### config.mk
export PLATFORM = sky130hd
export DESIGN_NAME = adder_share_ctrl
export DESIGN_NICKNAME = d
export VERILOG_FILES = /design/src/rtl/adder_share_pkg.sv /design/src/rtl/RCA_32_bit.sv /design/src/rtl/adder_share_ctrl_arb.sv /design/src/rtl/adder_share_ctrl.sv
export SDC_FILE = /design/constraint.sdc
export NUM_CORES = 1
export LEC_CHECK = 0
export CAP_MARGIN = 20
export CORE_MARGIN = 5
export CORE_UTILIZATION = 49
export DETAILED_ROUTE_END_ITERATION = 8
export PLACE_DENSITY = 0.89
export SLEW_MARGIN = 20
export SYNTH_ARGS = -nofsm -noshare
export SYNTH_HDL_FRONTEND = slang
export SYNTH_SLANG_ARGS = --single-unit
export TNS_END_PERCENT = 30
### constraint.sdc
create_clock -name clk -period 42.8 [get_ports clk]
set_input_delay 12.84 -clock clk [delete_from_list [all_inputs] [get_ports clk]]
set_output_delay 12.84 -clock clk [all_outputs]
set_load 0.05 [all_outputs]
### src/rtl/adder_share_pkg.sv
// Shared definitions for the adder-sharing controller: FSM state encoding,
// datapath word widths and the upper bound on the requester count.
package adder_share_pkg;

  localparam int WORD_W   = 32;
  localparam int DWORD_W  = 64;
  localparam int MAX_NREQ = 8;

  typedef enum logic [1:0] {
    ST_IDLE,
    ST_LO,
    ST_HI,
    ST_DONE
  } st_e;

endpackage

### src/rtl/RCA_32_bit.sv
// 32-bit ripple-carry adder: a chain of full adders from bit 0 to bit 31.
module RCA_32_bit (
  input  logic [31:0] a,
  input  logic [31:0] b,
  input  logic        cin,
  output logic [31:0] sum,
  output logic        cout
);

  logic [32:0] carry;

  assign carry[0] = cin;

  for (genvar i = 0; i < 32; i++) begin : g_fa
    assign sum[i]     = a[i] ^ b[i] ^ carry[i];
    assign carry[i+1] = (a[i] & b[i]) | (carry[i] & (a[i] ^ b[i]));
  end

  assign cout = carry[32];

endmodule

### src/rtl/adder_share_ctrl_arb.sv
// Round-robin arbiter: grants the first set request found when searching
// upward from ptr, wrapping from NREQ-1 back to 0. en gates the grant vector;
// idx always reports the winning index.
module rr_arbiter #(
  parameter  int NREQ  = 2,
  localparam int IDX_W = $clog2(NREQ)
) (
  input  logic [NREQ-1:0]  req,
  input  logic [IDX_W-1:0] ptr,
  input  logic             en,
  output logic [NREQ-1:0]  grant,
  output logic [IDX_W-1:0] idx
);

  // Rotating priority search starting at ptr.
  always_comb begin
    logic [IDX_W:0] pos;
    logic           found;
    // NOTE: every variable gets a default before the loop so no path leaves one unassigned and infers a latch.
    grant = '0;
    idx   = '0;
    found = 1'b0;
    pos   = '0;
    for (int off = 0; off < NREQ; off++) begin
      pos = {1'b0, ptr} + (IDX_W + 1)'(off);
      if (pos >= (IDX_W + 1)'(NREQ)) begin
        pos = pos - (IDX_W + 1)'(NREQ);
      end
      if (!found && req[pos[IDX_W-1:0]]) begin
        found                   = 1'b1;
        grant[pos[IDX_W-1:0]]   = en;
        idx                     = pos[IDX_W-1:0];
      end
    end
  end

endmodule

### src/rtl/adder_share_ctrl.sv
// Shares one 32-bit ripple-carry adder among NREQ requesters. Narrow adds take
// one adder pass, wide adds take two with the carry chained through carry_q.
// Optional feature macro: ADDER_SHARE_OVF_EN adds the signed-overflow output rsp_ovf.
module adder_share_ctrl
  import adder_share_pkg::*;
#(
  parameter  int NREQ  = 2,
  localparam int IDX_W = $clog2(NREQ)
) (
  input  logic                    clk,
  input  logic                    rst,
  input  logic [NREQ-1:0]         req_valid,
  output logic [NREQ-1:0]         req_ready,
  input  logic [NREQ-1:0]         req_wide,
  input  logic [DWORD_W*NREQ-1:0] req_a,
  input  logic [DWORD_W*NREQ-1:0] req_b,
  input  logic [NREQ-1:0]         req_cin,
  output logic                    rsp_valid,
  input  logic                    rsp_ready,
  output logic [IDX_W-1:0]        rsp_id,
  output logic [DWORD_W-1:0]      rsp_sum,
  output logic                    rsp_cout
`ifdef ADDER_SHARE_OVF_EN
  ,
  output logic                    rsp_ovf
`endif
);

  st_e                state;
  logic [IDX_W-1:0]   ptr;
  logic [IDX_W-1:0]   gidx;
  logic [DWORD_W-1:0] a_q, b_q;
  logic               cin_q, wide_q;
  logic               carry_q;
  logic [DWORD_W-1:0] sel_a, sel_b;
  logic               sel_cin, sel_wide;
  logic [WORD_W-1:0]  add_a, add_b, add_sum;
  logic               add_cin, add_cout;
  logic               take;

  // Requests are only offered to the arbiter while idle and out of reset.
  rr_arbiter #(.NREQ(NREQ)) u_arb (
    .req   (req_valid),
    .ptr   (ptr),
    .en    ((state == ST_IDLE) && !rst),
    .grant (req_ready),
    .idx   (gidx)
  );

  assign take = (state == ST_IDLE) && (|req_valid);

  // Select the granted requester's operand slice.
  always_comb begin
    sel_a    = '0;
    sel_b    = '0;
    sel_cin  = 1'b0;
    sel_wide = 1'b0;
    for (int i = 0; i < NREQ; i++) begin
      if (gidx == IDX_W'(i)) begin
        sel_a    = req_a[DWORD_W*i +: DWORD_W];
        sel_b    = req_b[DWORD_W*i +: DWORD_W];
        sel_cin  = req_cin[i];
        sel_wide = req_wide[i];
      end
    end
  end

  // Capture the winning operands at the handshake.
  // NOTE: operand registers carry no reset; they are always written at the handshake before anything reads them.
  always_ff @(posedge clk) begin
    if (take) begin
      a_q    <= sel_a;
      b_q    <= sel_b;
      cin_q  <= sel_cin;
      wide_q <= sel_wide;
    end
  end

  // Feed the shared adder the low word in LO and the high word in HI.
  always_comb begin
    add_a   = a_q[WORD_W-1:0];
    add_b   = b_q[WORD_W-1:0];
    add_cin = cin_q;
    if (state == ST_HI) begin
      add_a   = a_q[DWORD_W-1:WORD_W];
      add_b   = b_q[DWORD_W-1:WORD_W];
      add_cin = carry_q;
    end
  end

  RCA_32_bit u_rca (
    .a    (add_a),
    .b    (add_b),
    .cin  (add_cin),
    .sum  (add_sum),
    .cout (add_cout)
  );

  // Sequencer: IDLE -> LO -> (HI) -> DONE, with registered response fields.
  always_ff @(posedge clk) begin
    if (rst) begin
      state     <= ST_IDLE;
      ptr       <= '0;
      rsp_id    <= '0;
      carry_q   <= 1'b0;
      rsp_sum   <= '0;
      rsp_cout  <= 1'b0;
      rsp_valid <= 1'b0;
`ifdef ADDER_SHARE_OVF_EN
      rsp_ovf   <= 1'b0;
`endif
    end else begin
      // NOTE: every register here updates with <= so all reads see pre-edge values.
      case (state)
        ST_IDLE: begin
          if (take) begin
            rsp_id <= gidx;
            state  <= ST_LO;
          end
        end
        ST_LO: begin
          rsp_sum[WORD_W-1:0] <= add_sum;
          carry_q             <= add_cout;
          if (wide_q) begin
            state <= ST_HI;
          end else begin
            rsp_sum[DWORD_W-1:WORD_W] <= '0;
            rsp_cout                  <= add_cout;
`ifdef ADDER_SHARE_OVF_EN
            rsp_ovf <= (a_q[WORD_W-1] == b_q[WORD_W-1]) && (add_sum[WORD_W-1] != a_q[WORD_W-1]);
`endif
            rsp_valid <= 1'b1;
            state     <= ST_DONE;
          end
        end
        ST_HI: begin
          rsp_sum[DWORD_W-1:WORD_W] <= add_sum;
          rsp_cout                  <= add_cout;
`ifdef ADDER_SHARE_OVF_EN
          rsp_ovf <= (a_q[DWORD_W-1] == b_q[DWORD_W-1]) && (add_sum[WORD_W-1] != a_q[DWORD_W-1]);
`endif
          rsp_valid <= 1'b1;
          state     <= ST_DONE;
        end
        ST_DONE: begin
          if (rsp_ready) begin
            rsp_valid <= 1'b0;
            ptr       <= (rsp_id == IDX_W'(NREQ - 1)) ? '0 : rsp_id + IDX_W'(1);
            state     <= ST_IDLE;
          end
        end
        default: state <= ST_IDLE;
      endcase
    end
  end

endmodule

==> results of run 1 <==
registers in the layout, indices dropped and copies added (netlist names):
name / cells
a_q: 64
b_q: 64
carry_q: 1
cin_q: 1
ptr: 1
rsp_cout: 1
rsp_id: 1
rsp_sum: 64
rsp_valid: 1
state: 2
wide_q: 1
power by group:
part | switching [mW] | internal [mW] | leakage [nW]
combinational | 0.251 | 0.172 | 2.68
sequential | 0.0220 | 0.283 | 1.84
clock | 0.0737 | 0.117 | 0.367
Yosys cell counts (3+ instances only):
master / n
clkbuf_1: 14
fa_1: 32
ha_1: 4
nand2_1: 30
a211oi_1: 3
buf_8: 7
mux2i_1: 36
mux2_1: 89
o21ai_0: 33
edfxtp_1: 130
nor2_1: 36
dfxtp_1: 71
buf_2: 20
a21oi_1: 38
inv_1: 6
buf_6: 3
mux2_2: 102
nand2b_1: 5
placed cells by master, fill, tap and decap left out, drive strengths merged, types with 8 or more instances in the layout:
| master | count |
|---|---|
| nand2 | 30 |
| clkdlybuf4s50 | 332 |
| dfxtp | 71 |
| a21oi | 38 |
| nor2 | 36 |
| mux2i | 36 |
| edfxtp | 130 |
| fa | 32 |
| inv | 8 |
| o21ai | 34 |
| mux2 | 191 |
| clkbuf | 31 |
final timing paths:
kind / endpoint / depth (start not counted) / slack, ps
max reg2reg: rsp_sum[31] / 39 / 26270
max: req_ready[1] / 4 / 15340
min: rsp_valid / 2 / 470
min reg2reg: rsp_valid / 2 / 470
stage by stage:
step | setup slack, ps | utilization (%) | hold slack [ps]
finish | 15340 | 71.2 | 474
global route | 15240 | 71.2 | 493
CTS | 15330 | 71.2 | 475
detailed placement | 15350 | 67.4 | 466
global placement | 15350 | 67.4 | 460
floorplan | 15540 | - | 454
metal layers:
metal	routed length, um	vias to the layer above	part of all wire [%]	GRT usage [%]
li1	-	3092	-	-
met1	8840	3189	37	23.6
met2	12900	244	53	39.3
met3	2000	33	8.3	6.02
met4	429	0	1.8	4.39
met5	0	-	0	0
worst max-delay path: stages:
cell             delay (ps)
clkdlybuf4s50_1         600
o21ai_4                 100
nor3b_1                 200
clkdlybuf4s50_1         880
kinds of logic after synthesis:
family,count (synthesis),share of synthesized area [%]
buffers and inverters,51,3.30
multiplexers,227,26.1
AO/OA/AOI/OAI,82,4.72
flip-flops,201,55.4
AND/OR/NAND/NOR,77,3.34
adder cells (fa/ha/maj),36,7.18
area by class of cell:
class                      count  share of cell area (%)
tap                          265                    2.40
inverter                       7                   0.190
timing repair buffer         339                    24.4
clock inverter                 9                   0.724
sequential                   201                    38.5
clock buffer                  31                    4.67
multi-input combinational    422                    29.1
==> flow_metrics.tcl, run 1 <==
set metrics [dict create \
    maxCapViolations 0 \
    fin_crit_sh_pct 64.2 \
    drtAntennaViolNets 0 \
    core_area_sq_mm 0.0194 \
    post_cts_buffers 0 \
    drtIter0Drc 245 \
    fin_cells 1274 \
    synth-edff-count 130 \
    fp-row-count 51 \
    grt_pass1_vias 6993 \
    post-place-cells 1234 \
    path_max_fanout 5 \
    cts.sinks 201 \
    netlist_instances 674 \
    rsz0062_at_grt "false" \
    worst_slew_pin_slew_ps 1030 \
    crit_arrival_ps 14620 \
    cts_buffers 22 \
    clock_tree.root_cell "clkbuf_16" \
    grt.total_usage_pct 20.9 \
    total_power_mw 0.919 \
    setup_tns_ps 0 \
    start_kind "primary input" \
    overflow 0 \
    final_area_sq_mm 0.0138 \
    cts_tree "built" \
    wire_per_inst_um 19.0 \
    end_kind "output port" \
    fin_nets 1294 \
    yosysWarnings 0 \
    io_buffers 333 \
    critPathLaunch "req_valid[1]" \
    clk_pin_slew_ps 60 \
    ys_seq_area_share_pct 55.4 \
    cts_buffer_depth 3 \
    antenna_found_initial 0 \
    dp_hpwl_um 17600 \
    cp_data_required_time_ps 29960 \
    fillers 1322 \
    synth-async-reset-ratio_pct 0 \
    drc 0 \
    ioPinCount 334 \
    postCtsResizedCells 0 \
    leakagePower_nw 4.88 \
    relSlewSlack_pct 31.2 \
    grt_pass1_wl_um 36900 \
    peakVddDrop_v 0.0000482 \
    path_class "in2out" \
    fp.dieW_um 150 \
    outcome "complete, no violations" \
    hold_start "rsp_valid" \
    max_freq_ghz 0.0364 \
    synth_top_area_share_pct 40.6 \
    syn-num-nets 975 \
    seq_area_sq_mm 0.00533 \
    setup_viol 0 \
    hold_class "reg2reg" \
    clkLatencyLatePin_ps 500 \
    die_h_um 150 \
    dpl_cell_area_sq_mm 0.0131 \
    routabilityCongestion 0.732 \
    drive_above_1_share_pct 15.1 \
    grt_max_degree 75 \
    areaGrowthSynthToFinish_pct 43.6 \
    cts_hold_buf 0 \
    synth_area_leaders "edfxtp_1, dfxtp_1, mux2_2, mux2_1, fa_1" \
    finalClockSkew_ps 9.60 \
    firstDrtPassIters 6 \
    initial_utilization_pct 49.6 \
    viasPerCell 5.15 \
    drt_wl_total_um 24200 \
    die_area_sq_mm 0.0225 \
    yosysUniqueCellTypes 33 \
    via_count 6558 \
    n_antenna_cell 0 \
    synth_flop_cell "edfxtp_1" \
    slew_violations 0 \
    yosys.area.top_type "edfxtp_1" \
    avgSynthCellArea_sq_um 14.3 \
    hold_viol 0 \
    synth_area_sq_mm 0.00962 \
    multiInputGateArea_sq_mm 0.00402 \
    r2r-start "state[0]" \
    power_density_mw_per_mm2 66.5 \
    ys_ff_latch 201 \
    htree_levels 1 \
    min_period_ps 27460 \
]
Power figures use the tool's default switching activity.
==> run 2, diff against run 1 <==
CORE_UTILIZATION = 46   (was 49)
PLACE_DENSITY = 0.84   (was 0.89)
clock period = 25.3 ns   (was 42.8 ns; I/O delays follow)
==> flow_metrics.tcl, run 2 (same netlist as run 1, synthesis figures left out) <==
set metrics [dict create \
    fin_crit_sh_pct 67.1 \
    wire_per_inst_um 19.0 \
    hold_class "reg2reg" \
    io_buffers 333 \
    drtAntennaViolNets 0 \
    max_freq_ghz 0.0589 \
    power_density_mw_per_mm2 112 \
    fin_nets 1294 \
    post-place-cells 1244 \
    fp-row-count 53 \
    viasPerCell 5.07 \
    drc 0 \
    die_area_sq_mm 0.0239 \
    hold_start "rsp_valid" \
    post_cts_buffers 0 \
    overflow 0 \
    clk_pin_slew_ps 60 \
    whs_ps 468 \
    cts.sinks 201 \
    grt.total_usage_pct 19.8 \
    initial_utilization_pct 46.2 \
    areaGrowthSynthToFinish_pct 43.6 \
    fin_cells 1284 \
    path_class "in2out" \
    die_h_um 155 \
    seq_area_sq_mm 0.00533 \
    r2r-start "state[0]" \
    final_area_sq_mm 0.0138 \
    relSlewSlack_pct 25.3 \
    antenna_found_initial 0 \
    r2r_slack_ps 9080 \
    ioPinCount 334 \
    crit_arrival_ps 9380 \
    clock_tree.root_cell "clkbuf_16" \
    hold_viol 0 \
    min_period_ps 16970 \
    setup_tns_ps 0 \
    grt_pass1_vias 6947 \
    routabilityCongestion 0.789 \
    fillers 1566 \
    multiInputGateArea_sq_mm 0.00402 \
    peakVddDrop_v 0.0000496 \
    final_cell_mix "clkdlybuf4s50_1, edfxtp_1, mux2_2" \
    fp.dieW_um 155 \
    cts_tree "built" \
    drtIter0Drc 328 \
    slew_violations 0 \
    n_antenna_cell 0 \
    r2r_end "rsp_sum[31]" \
    mostFrequentLayoutCell "clkdlybuf4s50_1" \
    leakagePower_nw 4.87 \
    cp_data_required_time_ps 17710 \
    cts_buffers 22 \
    htree_levels 1 \
    path_max_fanout 5 \
    drt_wl_total_um 24400 \
    maxCapViolations 0 \
    start_kind "primary input" \
    setup_ws_ps 8330 \
    grt_pass1_wl_um 37700 \
    rr_worst_depth 39 \
    hold_path_depth 2 \
    holdPathEnd "rsp_valid" \
    postCtsResizedCells 0 \
    pre_cts_ws_ps 8350 \
    via_count 6515 \
    end_kind "output port" \
    outcome "complete, no violations" \
    drive_above_1_share_pct 14.8 \
    dp_hpwl_um 17700 \
    cts_hold_buf 0 \
    core_area_sq_mm 0.0208 \
    worst_slew_pin_slew_ps 1120 \
    dpl_cell_area_sq_mm 0.0131 \
    setup_viol 0 \
    grt_max_degree 89 \
    cts_buffer_depth 3 \
    rsz0062_at_grt "false" \
    finalClockSkew_ps 12.6 \
    clkLatencyLatePin_ps 490 \
    top_regs "a_q (64), b_q (64), rsp_sum (64)" \
    firstDrtPassIters 6 \
]
run 2: through the flow:
stage	power [mW]	utilization [%]
2_1_floorplan	1.01	-
3_3_place_gp	1.22	62.8
3_5_place_dp	1.25	62.8
4_1_cts	1.56	66.3
5_1_grt	1.64	66.3
6_report	1.54	66.3
run 2: critical path, stage by stage:
cell and delay (ps):
clkdlybuf4s50_1 620, o21ai_4 90, nor3b_1 190, clkdlybuf4s50_1 890
run 2: worst max-delay path by stage:
stage,start,end,slack [ps],cells after the start
after floorplan,req_valid[0],req_ready[1],8540,5
after global placement,req_valid[1],req_ready[1],8350,4
after detailed placement,req_valid[1],req_ready[1],8350,4
after CTS,req_valid[1],req_ready[1],8330,4
after global routing,req_valid[1],req_ready[1],8240,4
final,req_valid[1],req_ready[1],8330,4
run 2: report_power, final:
part / switching, mW / internal [mW] / total [mW]
Combinational: 0.427 / 0.290 / 0.717
Clock: 0.120 / 0.190 / 0.310
Sequential: 0.0376 / 0.479 / 0.517
run 2: final cells by class:
cell class | count | share of cell area [%]
clock buffers | 32 | 4.77
clock inverters | 8 | 0.453
inverters | 7 | 0.190
multi-input cells | 422 | 29.1
flip-flops and latches | 201 | 38.6
well taps | 275 | 2.49
repair buffers | 339 | 24.5
run 2: layer usage:
| layer | global-route usage, % | part of all wire [%] | vias up |
|---|---|---|---|
| met2 | 36.1 | 53 | 217 |
| met1 | 23.4 | 38 | 3156 |
| met5 | 0 | 0 | - |
| met3 | 5.23 | 7.2 | 38 |
| li1 | - | - | 3104 |
| met4 | 4.58 | 2.2 | 0 |
==> run 3, diff against run 2 <==
clock period = 16.4 ns   (was 25.3 ns; I/O delays follow)
==> flow_metrics.tcl, run 3 (same netlist as run 1, synthesis figures left out) <==
set metrics [dict create \
    die_h_um 155 \
    initial_utilization_pct 46.2 \
    top_regs "a_q (64), b_q (64), rsp_sum (64)" \
    cts_hold_buf 0 \
    leakagePower_nw 4.83 \
    slew_violations 0 \
    n_antenna_cell 0 \
    wire_per_inst_um 18.6 \
    fin_nets 1294 \
    grt_max_degree 77 \
    drtIter0Drc 273 \
    cts.sinks 201 \
    die_area_sq_mm 0.0239 \
    drc 0 \
    clk_pin_slew_ps 60 \
    cts_tree "built" \
    met1_length_um 8830 \
    end_kind "flop" \
    clkLatencyLatePin_ps 480 \
    final_cell_mix "clkdlybuf4s50_1, edfxtp_1, mux2_2" \
    fin_crit_sh_pct 96.0 \
    drtAntennaViolNets 0 \
    mostFrequentLayoutCell "clkdlybuf4s50_1" \
    core_area_sq_mm 0.0208 \
    top_layer "met4" \
    cts_buffer_depth 3 \
    utilization_pct 66.0 \
    maxCapViolations 0 \
    viasPerCell 5.04 \
    crit_arrival_ps 16150 \
    htree_levels 1 \
    grt_pass1_vias 6896 \
    areaGrowthSynthToFinish_pct 42.9 \
    slowest_delay_ps 560 \
    fp.dieW_um 155 \
    power_density_mw_per_mm2 171 \
    drive_above_1_share_pct 15.0 \
    setup_tns_ps 0 \
    dp_hpwl_um 17500 \
    path_class "reg2reg" \
    cp_slowest_cell "fa_1" \
    min_period_ps 15740 \
    dr_wl_met2_um 12700 \
    post_cts_buffers 0 \
    firstDrtPassIters 4 \
    via_count 6457 \
    finalClockSkew_ps 11.4 \
    start_kind "flop" \
    hold_viol 0 \
    crit_top_cell "fa_1" \
    worst_slew_pin_slew_ps 1080 \
    grt_pass1_wl_um 36100 \
    io_buffers 333 \
    overflow 0 \
    max_freq_ghz 0.0635 \
    dpl_cell_area_sq_mm 0.0131 \
    cp_data_required_time_ps 16810 \
    antenna_found_initial 0 \
    ioPinCount 334 \
    hold_class "reg2reg" \
    fp-row-count 53 \
    pre_cts_ws_ps 337 \
    clock_tree.root_cell "clkbuf_16" \
    grt.total_usage_pct 18.9 \
    path_max_fanout 7 \
    rsz0062_at_grt "false" \
    setup_viol 0 \
    routabilityCongestion 0.779 \
    relSlewSlack_pct 27.6 \
    outcome "complete, no violations" \
    cts_buffers 21 \
    peakVddDrop_v 0.0000927 \
    dr_wl_met3_um 1830 \
    final_area_sq_mm 0.0138 \
    setup_ws_ps 659 \
    drt_wl_total_um 23800 \
]
[run 3: where the power goes]
part	total, mW	internal (mW)	switching (mW)
Clock	0.450	0.264	0.185
Combinational	1.10	0.451	0.651
Sequential	0.795	0.739	0.0561
Total	2.35	1.46	0.893
[run 3: final timing paths]
check | start | end | slack [ps] | cells past startpoint
setup reg to reg | state[0] | rsp_sum[63] | 660 | 39
hold / removal | rsp_sum[42] | rsp_sum[42] | 470 | 2
setup / recovery | state[0] | rsp_sum[63] | 660 | 39
hold reg to reg | rsp_sum[42] | rsp_sum[42] | 470 | 2
[run 3: metal layers]
metal / vias up / global-route usage [%]
met4: 0 / 3.95
met1: 3118 / 21.4
met5: - / 0
met2: 213 / 35.6
li1: 3099 / -
met3: 27 / 5.29
[run 3: critical path, delay by kind of cell (launching register included)]
family	cells	cell delay [ps]
fa+ha+maj	33	14500
mux	1	360
compound gates	1	160
simple gates	1	50
flops	1	340
buf+inv	3	250
[run 3: layout make-up]
cell class / instances / area, sq um
clock inverters: 8 / 63.8
well taps: 275 / 344
repair buffers: 340 / 3380
clock buffers: 29 / 586
flip-flops and latches: 201 / 5330
fillers: 1546 / 7070
multi-input cells: 422 / 4020
inverters: 7 / 26.3
[run 3: what timing repair did]
item                                    4_1_cts  5_1_grt
hold endpoints to repair                      0        0
gates resized for setup                       0        5
endpoints found under the setup margin        0        5
[run 3: through the flow]
| stage | total power, mW | cells | hold WS, ps |
|---|---|---|---|
| after floorplan | 1.56 | 674 | 454 |
| after global placement | 1.88 | 1245 | 457 |
| after detailed placement | 1.92 | 1245 | 466 |
| after CTS | 2.38 | 1282 | 475 |
| after global routing | 2.49 | 1282 | 491 |
| final | 2.35 | 1282 | 472 |
